$ cat config.mk
export PLATFORM = sky130hd
export DESIGN_NAME = uart_prog_loader
export DESIGN_NICKNAME = d
export VERILOG_FILES = /design/src/rtl/uart_prog_loader_pkg.sv /design/src/rtl/uart_prog_loader_packer.sv /design/src/rtl/uart_prog_loader.sv
export SDC_FILE = /design/constraint.sdc
export NUM_CORES = 1
export LEC_CHECK = 0
export CAP_MARGIN = 10
export CORE_MARGIN = 3
export CORE_UTILIZATION = 40
export CTS_CLUSTER_SIZE = 8
export DETAILED_ROUTE_END_ITERATION = 10
export MAX_ROUTING_LAYER = met4
export SYNTH_ARGS = -nofsm -noshare
export SYNTH_HDL_FRONTEND = slang
export SYNTH_SLANG_ARGS = --single-unit
$ cat constraint.sdc
create_clock -name clk -period 3.18 [get_ports clk]
set_input_delay 0.795 -clock clk [delete_from_list [all_inputs] [get_ports clk]]
set_output_delay 0.795 -clock clk [all_outputs]
set_load 0.01 [all_outputs]
$ cat src/rtl/uart_prog_loader_pkg.sv
// ---------------------------------------------------------------------------
// uart_prog_loader_pkg
//   Shared definitions for the UART program loader: loader FSM state
//   encoding, default ROM geometry and header layout, and a small helper
//   that classifies states as "session in progress".
// ---------------------------------------------------------------------------
package uart_prog_loader_pkg;

   // Default word-address width of the instruction ROM (depth = 2**14 words).
   localparam int UPG_ADDR_W = 14;

   // Default width of the length header, in words.
   localparam int UPG_CNT_W  = 16;

   // The length header is two bytes on the wire, least significant first.
   localparam int HDR_BYTES  = 2;

   typedef enum logic [2:0] {
      ST_IDLE = 3'd0,  // waiting for start
      ST_LEN0 = 3'd1,  // expecting header byte N[7:0]
      ST_LEN1 = 3'd2,  // expecting header byte N[15:8], then decide
      ST_DATA = 3'd3,  // streaming 4*N data bytes into ROM words
      ST_DONE = 3'd4,  // image loaded, core released
      ST_ERR  = 3'd5   // header rejected (image larger than the ROM)
   } upg_state_t;

   // A session is in progress while the header or payload is being received.
   function automatic logic state_is_busy(input upg_state_t s);
      return (s == ST_LEN0) || (s == ST_LEN1) || (s == ST_DATA);
   endfunction

endpackage

$ cat src/rtl/uart_prog_loader_packer.sv
// ---------------------------------------------------------------------------
// upg_word_packer
//   Collects a little-endian byte stream into 32-bit words. The first byte
//   of each word lands in word[7:0], the fourth in word[31:24]. A 2-bit lane
//   counter tracks the position inside the current word and wraps 3->0.
//
//   word_valid is combinational: it is high in the same cycle as the fourth
//   byte's strobe, with word already carrying that byte in [31:24]. The
//   caller registers word/word_valid, which gives the one-cycle write latency.
//
// Ports
//   clk         in   1   system clock
//   rstn        in   1   synchronous active-low reset
//   clear       in   1   drop any partial word and restart at lane 0
//   byte_valid  in   1   data_byte is a payload byte to be placed
//   data_byte   in   8   payload byte
//   word_valid  out  1   fourth byte of a word is being presented now
//   word        out  32  assembled word (valid while word_valid is high)
// ---------------------------------------------------------------------------
module upg_word_packer (
   input  logic        clk,
   input  logic        rstn,
   input  logic        clear,
   input  logic        byte_valid,
   input  logic [7:0]  data_byte,
   output logic        word_valid,
   output logic [31:0] word
);

   logic [1:0]  lane_q;
   // Lower three bytes of the word being assembled; the top byte is never
   // stored, it is taken straight from data_byte when the word completes.
   logic [23:0] low_q;

   always_ff @(posedge clk) begin
      if (!rstn || clear) begin
         lane_q <= 2'd0;
         low_q  <= 24'd0;
      end else if (byte_valid) begin
         lane_q <= lane_q + 2'd1;
         case (lane_q)
            2'd0:    low_q[7:0]   <= data_byte;
            2'd1:    low_q[15:8]  <= data_byte;
            2'd2:    low_q[23:16] <= data_byte;
            default: ;
         endcase
      end
   end

   assign word_valid = byte_valid && (lane_q == 2'd3);
   assign word       = {data_byte, low_q};

endmodule

$ cat src/rtl/uart_prog_loader.sv
// ---------------------------------------------------------------------------
// uart_prog_loader
//   Loads a program image into the instruction ROM from a UART byte stream
//   and holds the CPU core in reset until the image is complete.
//
//   Stream: 2 header bytes giving the word count N (little-endian), then
//   4*N payload bytes, each word little-endian. N == 0 completes at once;
//   N larger than the ROM depth is rejected and the payload is ignored.
//
//   Handshake: rx_valid is a one-cycle strobe with no ready/backpressure.
//   A byte is consumed in the cycle rx_valid is high (back-to-back strobes
//   are legal); it is ignored in IDLE, DONE and ERR, and dropped if start
//   is high in the same cycle. upg_wen_o is a one-cycle pulse, with
//   upg_adr_o/upg_dat_o valid in that cycle and held afterwards.
//
// Ports
//   clk         in   1       system clock
//   rstn        in   1       synchronous active-low reset
//   start       in   1       pulse: begin or restart a load session
//   rx_valid    in   1       strobe: rx_byte holds a received byte
//   rx_byte     in   8       received UART byte
//   upg_wen_o   out  1       ROM write enable, one pulse per word
//   upg_adr_o   out  ADDR_W  ROM word address
//   upg_dat_o   out  32      ROM write data
//   upg_done_o  out  1       image loaded (sticky until start/reset)
//   busy_o      out  1       header or payload being received
//   err_o       out  1       header rejected (sticky until start/reset)
//   cpu_rstn_o  out  1       core reset, released one cycle after done
//   state_o     out  3       current loader FSM state (debug)
// ---------------------------------------------------------------------------
module uart_prog_loader
   import uart_prog_loader_pkg::*;
#(
   parameter int ADDR_W = UPG_ADDR_W,
   parameter int CNT_W  = UPG_CNT_W
) (
   input  logic              clk,
   input  logic              rstn,
   input  logic              start,
   input  logic              rx_valid,
   input  logic [7:0]        rx_byte,
   output logic              upg_wen_o,
   output logic [ADDR_W-1:0] upg_adr_o,
   output logic [31:0]       upg_dat_o,
   output logic              upg_done_o,
   output logic              busy_o,
   output logic              err_o,
   output logic              cpu_rstn_o,
   output upg_state_t        state_o
);

   localparam int HDR_W = HDR_BYTES * 8;

   // ROM depth in words, at the header compare width. N equal to this is
   // still a legal image, which is why the word index carries one extra bit.
   localparam logic [CNT_W:0] MAX_WORDS = (CNT_W+1)'(1) << ADDR_W;

   upg_state_t        state_q;
   upg_state_t        state_d;

   logic [7:0]        len_lo_q;   // N[7:0], captured in LEN0
   logic [CNT_W-1:0]  len_q;      // full N, captured in LEN1
   logic [ADDR_W:0]   idx_q;      // index of the next word to write

   logic              byte_ok;
   logic [HDR_W-1:0]  hdr_raw;
   logic [CNT_W:0]    hdr_n;
   logic              hdr_zero;
   logic              hdr_big;
   logic              last_word;

   logic              pk_byte_valid;
   logic              pk_word_valid;
   logic [31:0]       pk_word;

   logic              take_lo;
   logic              take_hi;
   logic              write_word;
   logic              set_done;
   logic              set_err;

   // A byte arriving together with start belongs to no session.
   assign byte_ok = rx_valid && !start;

   // Header as it stands while the LEN1 byte is on rx_byte.
   assign hdr_raw  = HDR_W'({rx_byte, len_lo_q});
   assign hdr_n    = {1'b0, CNT_W'(hdr_raw)};
   assign hdr_zero = (hdr_n == '0);
   assign hdr_big  = (hdr_n > MAX_WORDS);

   // The word being completed now is word N-1.
   assign last_word = ((CNT_W+1)'(idx_q) + (CNT_W+1)'(1)) == {1'b0, len_q};

   assign pk_byte_valid = byte_ok && (state_q == ST_DATA);

   upg_word_packer u_packer (
      .clk        (clk),
      .rstn       (rstn),
      .clear      (start),
      .byte_valid (pk_byte_valid),
      .data_byte  (rx_byte),
      .word_valid (pk_word_valid),
      .word       (pk_word)
   );

   // -----------------------------------------------------------------------
   // FSM: next state and per-cycle action strobes
   // -----------------------------------------------------------------------
   always_comb begin
      state_d    = state_q;
      take_lo    = 1'b0;
      take_hi    = 1'b0;
      write_word = 1'b0;
      set_done   = 1'b0;
      set_err    = 1'b0;

      case (state_q)
         ST_IDLE: ;
         ST_LEN0: begin
            if (byte_ok) begin
               take_lo = 1'b1;
               state_d = ST_LEN1;
            end
         end
         ST_LEN1: begin
            if (byte_ok) begin
               take_hi = 1'b1;
               if (hdr_zero) begin
                  set_done = 1'b1;
                  state_d  = ST_DONE;
               end else if (hdr_big) begin
                  set_err = 1'b1;
                  state_d = ST_ERR;
               end else begin
                  state_d = ST_DATA;
               end
            end
         end
         ST_DATA: begin
            if (pk_word_valid) begin
               write_word = 1'b1;
               if (last_word) begin
                  set_done = 1'b1;
                  state_d  = ST_DONE;
               end
            end
         end
         ST_DONE: ;
         ST_ERR:  ;
         default: state_d = ST_IDLE;
      endcase

      // start wins from any state, including mid-payload.
      if (start) begin
         state_d = ST_LEN0;
      end
   end

   // -----------------------------------------------------------------------
   // State register and datapath
   // -----------------------------------------------------------------------
   always_ff @(posedge clk) begin
      if (!rstn) begin
         state_q    <= ST_IDLE;
         len_lo_q   <= 8'd0;
         len_q      <= '0;
         idx_q      <= '0;
         upg_wen_o  <= 1'b0;
         upg_adr_o  <= '0;
         upg_dat_o  <= 32'd0;
         upg_done_o <= 1'b0;
         err_o      <= 1'b0;
         cpu_rstn_o <= 1'b0;
      end else begin
         state_q    <= state_d;
         upg_wen_o  <= 1'b0;
         // Core leaves reset one cycle after the image is complete.
         cpu_rstn_o <= upg_done_o;

         if (take_lo) begin
            len_lo_q <= rx_byte;
         end
         if (take_hi) begin
            len_q <= CNT_W'(hdr_raw);
         end

         if (write_word) begin
            upg_wen_o <= 1'b1;
            upg_adr_o <= idx_q[ADDR_W-1:0];
            upg_dat_o <= pk_word;
            idx_q     <= idx_q + (ADDR_W+1)'(1);
         end

         if (set_done) begin
            upg_done_o <= 1'b1;
         end
         if (set_err) begin
            err_o <= 1'b1;
         end

         // A write registered on the previous edge is already on the
         // outputs and is left to complete; only session status is cleared.
         if (start) begin
            upg_done_o <= 1'b0;
            err_o      <= 1'b0;
            idx_q      <= '0;
         end
      end
   end

   assign busy_o  = state_is_busy(state_q);
   assign state_o = state_q;

endmodule

==> results.md <==
* Core Area at 12,210 µm²
* Status: complete, no violations
* Port bufs at 65
* Total Die Area at approximately 14,000 µm²
* Largest net degree at the start of global routing at 75
* Worst skew pair latency at 0.41 ns
* Max VDD drop at 305.1 µV
* CTS Hold Bufs at 0
* Overflow after GRT at 0
* Area growth syn-to-layout at 28.97%
* Total GRT Usage at 19.44%
* Clk buf depth at 2
* Crit path launch type: primary input
* Slew HR at roughly three fifths
* Vias per cell at 5.102
* Clock power share at 56.5%
* Chip width at 118.7 µm
* Reg-to-Reg Start: idx_q[0]
* # diodes at 0
* Syn avg cell area at 8.233 µm²
* Global-route wire length before repair at 21,310 µm
* Ys async rst share at 0%
* Via count of the first global-routing pass at approximately 4,200
* Post-route DRC at 0
* Type of element capturing the critical path: flip-flop
* EDFF count, synth at 0
* Top_reg_cell synth: dfxtp_1
* Actual slew at the worst max-slew pin at 0.6231 ns
* NetSw at 0.7292 mW
* Pwr dens at ~560 nW/µm²
* Leading cell types in the layout, fill and taps excluded: nand2_1 (161), dfxtp_1 (118), clkdlybuf4s50_1 (64)
* Clk slew on worst S/H paths at 0.05 ns
* Setup Buffers After CTS at 0
* Setup CP Type: in2reg
* Max Fclk at between 300 and 400 MHz
* FF-to-FF path depth at 8
* P_int at around 2.9 mW
* Setup TNS at 0 ns
* H-tree depth at 4
* CP arrival at 2.92 ns
* Sw Share at 19.97%
* Hold Path Stages at 2
* Layout Nets at 688
* # IOs at 66
* Vias at roughly 4,300
* Share of layout cells above drive strength 1 at under 10%
* Post-layout min period at between 2 and 3 ns
* Placed insts at 820
* Crit path from: start
* Post-route ant nets at 0
* DRT Pass-1 Iters at 4
* Max-Cap Viols at 0
* Mapped cell area at 5080 µm²
* CP Max Fanout at 4
* Starting Density at between 40% and 50%
* Final wirelength at ~13,000 µm
* Non-filler instance count after layout at 852
* Post-synthesis cell count at approximately 620
* CTS root buffer: clkbuf_16
* Hold Slack at 0.4541 ns
* Synthesis warning total at 0
* Setup ws final at 0.5643 ns
* Power, Total at 3.652 mW
* RR Endpoint: state_o[0]
* Worst Skew at 0.003966 ns
* Leakage power at 2.175 nW
* Post-place setup slack at 0.1668 ns
* DP Wirelength at about 8700 µm
* DR iter-0 viols at 257
* Hold EP: u_packer.low_q[11]
* HP Start: u_packer.low_q[11]
* R2R setup slack at 0.66 ns
* CTS-repair resized insts at 0
* Unrepaired setup endpoints after global routing: no
* Logic gate share of total power at under 10%
* Die Span Y at 118.7 µm
* Rows at 40
* Fin. max-slew vios at 0
* Yosys reg bits at 118
* Hold Crit Class: reg2reg
* Post-synth cell types at 47
* Commonest non-fill, non-tap cell in the layout: nand2_1
* Clk sinks at 118
* Final setup fails at 0
* Final period util at 82.25%
* Filler instances at between 1,000 and 1,500
* Hold Vio Cnt, Final at 0
* Critical Path RT at 3.49 ns
* Sequential share of power at 40.8%
* Gpl congestion at 0.8925
* Sequential fraction of the synthesis area at 46.50%
* Initial antenna violation count at 0
* Wire length per cell at 15.11 µm
* Inserted Clock Buffers at 17
* CTS tree: built
* Net Count, Synth at 634
Yosys cell counts, types with 2 or more instances:
| library cell | count | share of area [%] |
|---|---|---|
| dfxtp_1 | 118 | 47 |
| nand4_1 | 8 | 0.99 |
| ha_1 | 5 | 1.2 |
| a31oi_1 | 5 | 0.62 |
| or3_1 | 3 | 0.37 |
| nor3b_1 | 2 | 0.30 |
| nor3_1 | 5 | 0.49 |
| nor2b_1 | 14 | 1.7 |
| xnor2_1 | 13 | 2.2 |
| o21ai_0 | 6 | 0.59 |
| nand2_1 | 161 | 12 |
| and2_1 | 3 | 0.37 |
| nor4_1 | 6 | 0.74 |
| nand2b_1 | 5 | 0.62 |
| clkbuf_2 | 2 | 0.20 |
| mux2i_1 | 9 | 1.8 |
| buf_1 | 4 | 0.30 |
| and4_1 | 2 | 0.34 |
| inv_1 | 7 | 0.52 |
| o31a_1 | 2 | 0.34 |
| nor4_2 | 3 | 0.74 |
| and3_1 | 3 | 0.37 |
| xor2_1 | 14 | 2.4 |
| buf_2 | 5 | 0.49 |
| a21oi_1 | 36 | 3.5 |
| nor2_1 | 24 | 1.8 |
| clkbuf_1 | 37 | 2.7 |
| nand3_1 | 34 | 3.3 |
| a21boi_0 | 63 | 9.3 |
per-stage QoR:
step / utilization [%] / cell area, µm²
6_report: 53.65 / 6551
5_1_grt: 53.65 / 6551
4_1_cts: 53.65 / 6551
3_5_place_dp: 48.32 / 5901
3_3_place_gp: 48.32 / 5901
2_1_floorplan: - / 5080
worst max path at each step:
stage                       endpoint  slack [ns]  depth (start not counted)
after floorplan           state_o[0]        0.79                          8
final                     state_o[0]        0.56                          8
after CTS                 state_o[0]        0.60                          8
after detailed placement  state_o[0]        0.17                          8
after global placement    state_o[0]        0.26                          7
after global routing      state_o[0]        0.41                          8
routing by layer:
| layer | wire length, µm | track usage [%] | vias to the layer above |
|---|---|---|---|
| met5 | 0 | - | - |
| met4 | 407 | 9.776 | 0 |
| met3 | 921 | 4.737 | 24 |
| met2 | 5595 | 27.74 | 152 |
| met1 | 5951 | 25.63 | 1994 |
| li1 | - | - | 2177 |
power by group through the flow:
stage                     combinational [mW]  clock (mW)  sequential [mW]
final                                  0.100        2.06             1.49
after global routing                   0.108        2.16             1.49
after CTS                              0.101        2.10             1.49
after detailed placement               0.101           0             1.52
after global placement                0.0993           0             1.52
after floorplan                       0.0504           0             1.52
state kept, by name (all words and copies together) (netlist names):
name,flops
upg_dat_o,32
u_packer.low_q,24
len_q,16
idx_q,15
upg_adr_o,14
len_lo_q,8
state_o,3
u_packer.lane_q,2
cpu_rstn_o,1
err_o,1
upg_done_o,1
upg_wen_o,1
kinds of logic after synthesis:
group / Yosys count / share of synthesized area, %
AOI/OAI and AO/OA: 124 / 16.31
xor gates and xnor gates: 27 / 4.655
adders and majority gates: 5 / 1.232
buffers and inverters: 55 / 4.236
DFF: 118 / 46.50
muxes: 9 / 1.773
and+or+nand+nor: 279 / 25.30
final cells by class:
cell class | instances | area [µm²] | share of cell area, %
Clock buffer | 21 | 480.5 | 7.334
Clock inverter | 11 | 170.2 | 2.597
Inverter | 7 | 26.28 | 0.4011
Multi-Input combinational cell | 444 | 2509 | 38.29
Sequential cell | 118 | 2362 | 36.06
Tap cell | 168 | 210.2 | 3.209
Timing Repair Buffer | 83 | 793.3 | 12.11
worst max-delay path: stages:
cell and delay (ns):
clkdlybuf4s50_1 0.45, and4bb_1 0.39, and3_2 0.25, o21ai_1 0.08, nor4_1 0.24, nand4_1 0.16
a211o_1 0.31, a41o_1 0.25
(Power assumes the default switching activity.)
